[src/rtl/ram_arb_pkg.sv]
// Shared constants and types for the subleq_ram port arbiter.
// Requester indices and the round-robin pointer type.
package ram_arb_pkg;

  localparam int NREQ      = 3;
  localparam int REQ_CPU   = 0;
  localparam int REQ_HOST  = 1;
  localparam int REQ_TRUSH = 2;

  typedef logic [1:0] rr_ptr_t;

  // Pointer value that gives the just-served requester lowest priority.
  function automatic rr_ptr_t rr_next(input logic [2:0] gnt);
    rr_ptr_t nxt;
    nxt = 2'd0;
    unique case (1'b1)
      gnt[0]:  nxt = 2'd1;
      gnt[1]:  nxt = 2'd2;
      gnt[2]:  nxt = 2'd0;
      default: nxt = 2'd0;
    endcase
    return nxt;
  endfunction

endpackage

[src/rtl/rr_arb3.sv]
// Three-way round-robin picker with a registered priority pointer.
// Grant is combinational and forced to zero while reset is held.
module rr_arb3
  import ram_arb_pkg::*;
(
  input  logic       clk,
  input  logic       rst_n,
  input  logic [2:0] req,
  output logic [2:0] gnt
);

  rr_ptr_t    ptr;
  logic [2:0] pick;

  always_comb begin
    pick = 3'b000;
    case (ptr)
      2'd1: begin
        if (req[1])      pick = 3'b010;
        else if (req[2]) pick = 3'b100;
        else if (req[0]) pick = 3'b001;
      end
      2'd2: begin
        if (req[2])      pick = 3'b100;
        else if (req[0]) pick = 3'b001;
        else if (req[1]) pick = 3'b010;
      end
      default: begin
        if (req[0])      pick = 3'b001;
        else if (req[1]) pick = 3'b010;
        else if (req[2]) pick = 3'b100;
      end
    endcase
  end

  assign gnt = rst_n ? pick : 3'b000;

  always_ff @(posedge clk) begin
    if (!rst_n)
      ptr <= 2'd0;
    else if (|gnt)
      ptr <= rr_next(gnt);
  end

endmodule

[src/rtl/subleq_ram_arb.sv]
// Read/write port arbiter in front of subleq_ram for CPU, host and trush.
// Same-cycle read/write to one address forwards the new data to the reader.
module subleq_ram_arb #(
  parameter int AW   = 8,
  parameter int DW   = 8,
  parameter int NREQ = 3
) (
  input  logic              clk,
  input  logic              rst_n,
  input  logic [NREQ-1:0]   rreq,
  input  logic [NREQ*AW-1:0] radr,
  output logic [NREQ-1:0]   rgnt,
  output logic [NREQ-1:0]   rvld,
  output logic [DW-1:0]     rdata,
  input  logic [NREQ-1:0]   wreq,
  input  logic [NREQ*AW-1:0] wadr,
  input  logic [NREQ*DW-1:0] wdata,
  output logic [NREQ-1:0]   wgnt,
  output logic [AW-1:0]     ram_radr,
  input  logic [DW-1:0]     ram_rdata,
  output logic [AW-1:0]     ram_wadr,
  output logic [DW-1:0]     ram_wdata,
  output logic              ram_wen
);

  import ram_arb_pkg::REQ_CPU;

  logic          fwd_vld;
  logic [DW-1:0] fwd_data;
  logic          collide;

  rr_arb3 u_rd_arb (
    .clk   (clk),
    .rst_n (rst_n),
    .req   (rreq),
    .gnt   (rgnt)
  );

  rr_arb3 u_wr_arb (
    .clk   (clk),
    .rst_n (rst_n),
    .req   (wreq),
    .gnt   (wgnt)
  );

  always_comb begin
    ram_radr = radr[REQ_CPU*AW +: AW];
    for (int i = 0; i < NREQ; i++) begin
      if (rgnt[i])
        ram_radr = radr[i*AW +: AW];
    end
  end

  always_comb begin
    ram_wadr  = wadr[REQ_CPU*AW +: AW];
    ram_wdata = wdata[REQ_CPU*DW +: DW];
    for (int i = 0; i < NREQ; i++) begin
      if (wgnt[i]) begin
        ram_wadr  = wadr[i*AW +: AW];
        ram_wdata = wdata[i*DW +: DW];
      end
    end
  end

  assign ram_wen = |wgnt;

  // RAM returns pre-write data on a collision, so capture the write.
  assign collide = (|rgnt) && (|wgnt) && (ram_radr == ram_wadr);

  always_ff @(posedge clk) begin
    if (!rst_n) begin
      rvld     <= '0;
      fwd_vld  <= 1'b0;
      fwd_data <= '0;
    end else begin
      rvld     <= rgnt;
      fwd_vld  <= collide;
      fwd_data <= ram_wdata;
    end
  end

  assign rdata = fwd_vld ? fwd_data : ram_rdata;

endmodule

[config.mk]
export PLATFORM = sky130hd
export DESIGN_NAME = subleq_ram_arb
export DESIGN_NICKNAME = d
export VERILOG_FILES = /design/src/rtl/ram_arb_pkg.sv /design/src/rtl/rr_arb3.sv /design/src/rtl/subleq_ram_arb.sv
export SDC_FILE = /design/constraint.sdc
export NUM_CORES = 1
export LEC_CHECK = 0
export BUFFER_PORTS_ARGS = -buffer_cell sky130_fd_sc_hd__buf_2
export CORE_ASPECT_RATIO = 0.7
export CORE_MARGIN = 2
export CORE_UTILIZATION = 40
export CTS_CLUSTER_SIZE = 14
export DETAILED_ROUTE_END_ITERATION = 8
export PLACE_DENSITY = 0.86
export SLEW_MARGIN = 20
export SYNTH_ARGS = -nofsm -noshare
export SYNTH_HDL_FRONTEND = slang
export SYNTH_SLANG_ARGS = --single-unit
[constraint.sdc]
create_clock -name clk -period 5 [get_ports clk]
set_clock_uncertainty 0.15 [all_clocks]
set_input_delay 0.25 -clock clk [delete_from_list [all_inputs] [get_ports clk]]
set_output_delay 0.25 -clock clk [all_outputs]
set_load 0.05 [all_outputs]
==> impl_metrics.yaml <==
global_routing:
  grt_pass1_vias: 1436
  grt-ovfl-total: 0
  grt_pass1_wl_um: 6223
  grt_start_max_net_pins: 35
  grt_usage_pct: 19.83
  antenna_found_initial: 0
detailed_routing:
  dr.first_iter.drc_count: 58
  routed_wl_um: 4289
  num_vias: 1784
  antenna_left: 0
  wl_per_cell_um: 11.65
  drc_errors: 0
  highest_layer: "met4"
  wl_met3_um: 269
  vias_per_cell: 4.848
  dr.pass1.iters: 4
  wl_met1_um: 1857
  routed-wl-met2_um: 2147
layout:
  final_core_util_pct: 61.11
  fillCellCount: 359
  fin_nets: 411
  area_growth_pct: 48.60
  final_common_cell: "buf_2"
  diodes: 0
  drive_gt1_share_pct: 48.74
  final_cell_mix: "129 x buf_2, 45 x nand2_1, 26 x nor2_1"
  instances_no_fill: 368
placed_design:
  io_buffers: 129
  hpwl_um: 3531
  place.gp.congestion: 0.8002
  place_inst: 364
synthesis:
  ys_seq_area_share_pct: 22.46
  synthTopCellsByArea: "dfxtp_1 22%, nand2_1 12%, a31oi_1 7.9%"
  ys_ff_latch: 16
  synth.distinct_cells: 35
  syn-cell-area_um2: 1426
  synth_top_area_share_pct: 22.46
  avgSynthCellArea_um2: 7.277
  yosysTopAreaCell: "dfxtp_1"
  synthesis.nets: 288
  syn_inst: 196
  synth_warnings: 0
worst_setup_path:
  r2r-start: "u_wr_arb.ptr[0]"
  crit_path_end: "ram_wadr[5]"
  crit_path_start: "u_wr_arb.ptr[0]"
  crit_fanout: 34
  r2r_cells: 10
  crit_type: "reg -> out"
  critPathCaptureType: "output port"
  rrSetupSlack_ns: 2.15
  cp-start-kind: "flip-flop"
  reg2reg_to: "fwd_vld"
  cp_data_required_time_ns: 4.60
  crit_arrival_ns: 2.71
pwr:
  p_sw_share_pct: 56.19
  p_leak_nw: 1.116
  combinationalPowerShare_pct: 70.3
  p_clk_share_pct: 12.2
  seq_power_share_pct: 17.5
  intPower_uw: 407.4
  switchingPower_uw: 522.4
  p_per_area_nw_per_um2: 438.7
  ir_drop_uv: 217.4
die:
  core-area_um2: 3468
  die_area_um2: 4067
  dieHeight_um: 53.96
  num_rows: 18
  io_pins: 130
  fp.dieW_um: 75.38
  floorplan.initialDensity_pct: 41.13
sta:
  finalCriticalPeriod_ns: 3.109
  period_share_pct: 62.18
  setup-violations-final: 0
  worstMarginPinSlew_ns: 0.8298
  hold_viol: 0
  rsz0062_at_grt: "no"
  tns_ns: 0
  maxClockFrequency_mhz: 321.6
  slew_headroom_pct: 44.55
  drv_slew: 0
cts:
  post_cts_buffers: 0
  clockBufferDepth: 2
  cts.sinks: 16
  h-tree-depth: 1
  path_clk_slew_ns: 0.06
  cts-root-buf: "clkbuf_8"
  postCtsHoldBufs: 0
  numCtsBuffers: 3
  clkLatencyLatePin_ns: 0.25
  cts_tree: "done"
  cts_repair_resize_count: 0
run_status:
  status: "finished, final reports clean"
flow_run:
  maxCapViolations: 0
worst_hold_path:
  worstHoldPathType: "in -> reg"
-- critical path: stages (launching register included) --
cell and delay [ns]:
dfxtp_1 0.36, inv_1 0.05, ha_1 0.33, or2_1 0.29
o2111ai_4 0.69, inv_1 0.21, a21oi_1 0.21, a21oi_2 0.10
buf_2 0.22
-- registers in the layout, summed over array words and instances (netlist names) --
name and cells:
u_rd_arb.ptr 2, fwd_vld 1, u_wr_arb.ptr 2, fwd_data 8, rvld 3
-- Yosys cell counts --
cell type   n
nand2_1    45
nor2_1     26
a31oi_1    18
dfxtp_1    16
inv_1       9
and2_1      8
mux2_2      8
xnor2_1     8
nor2b_1     6
a21oi_1     5
buf_2       5
o21ai_0     5
ha_1        4
a21oi_2     3
nand3_1     3
a31oi_2     2
buf_4       2
buf_6       2
clkbuf_1    2
inv_2       2
o2111ai_4   2
or2_1       2
a41o_1      1
inv_4       1
nand4_1     1
nor3_2      1
nor3b_1     1
nor3b_2     1
o2111ai_1   1
o311ai_1    1
o311ai_2    1
o311ai_4    1
o31ai_1     1
o32ai_1     1
or2b_1      1
-- how the worst min path moves through the flow --
stage	start	end	cells after the start
2_1_floorplan	rreq[0]	rvld[0]	2
3_3_place_gp	u_wr_arb.ptr[0]	u_wr_arb.ptr[0]	2
3_5_place_dp	u_rd_arb.ptr[1]	u_rd_arb.ptr[1]	2
4_1_cts	rreq[0]	rvld[0]	3
5_1_grt	rreq[0]	rvld[0]	3
6_report	rreq[0]	rvld[0]	3
-- cell type report --
type | count | area (µm²) | share of cell area [%]
repair buffers | 129 | 645.6 | 30.46
multi-input cells | 157 | 988.4 | 46.64
well taps | 50 | 62.56 | 2.952
inverters | 12 | 47.55 | 2.243
flip-flops and latches | 16 | 320.3 | 15.11
clock buffers | 4 | 55.05 | 2.597
-- power groups by stage --
stage,registers [mW],clock network (mW),logic (mW)
4_1_cts,0.163,0.115,0.657
3_3_place_gp,0.165,0,0.650
5_1_grt,0.165,0.121,0.702
3_5_place_dp,0.166,0,0.656
2_1_floorplan,0.179,0,0.510
6_report,0.163,0.113,0.654
-- per-layer routing --
| layer | vias to the layer above | GRT usage [%] |
|---|---|---|
| met5 | - | 0 |
| met4 | 0 | 2.632 |
| met3 | 2 | 4.307 |
| met2 | 68 | 34.49 |
| met1 | 802 | 25.88 |
| li1 | 912 | - |
-- cells by family after synthesis --
logic type / share of synthesized area, %
mux: 6.316
fa+ha+maj: 3.509
buf+inv: 8.245
simple gates: 29.82
compound gates: 24.74
xor+xnor: 4.912
flops: 22.46
-- metrics by stage --
stage / worst slack [ns] / hold slack (ns) / instance area (µm²) / total power [mW]
floorplan: 1.928 / 0.3003 / 1426 / 0.6893
global placement: 2.134 / 0.3279 / 2064 / 0.8147
detailed placement: 2.137 / 0.3359 / 2064 / 0.8218
CTS: 1.865 / 0.2361 / 2120 / 0.9356
global route: 1.666 / 0.2730 / 2120 / 0.9875
finish: 1.891 / 0.2424 / 2120 / 0.9298
No activity file was read; power rests on OpenSTA's default activity.
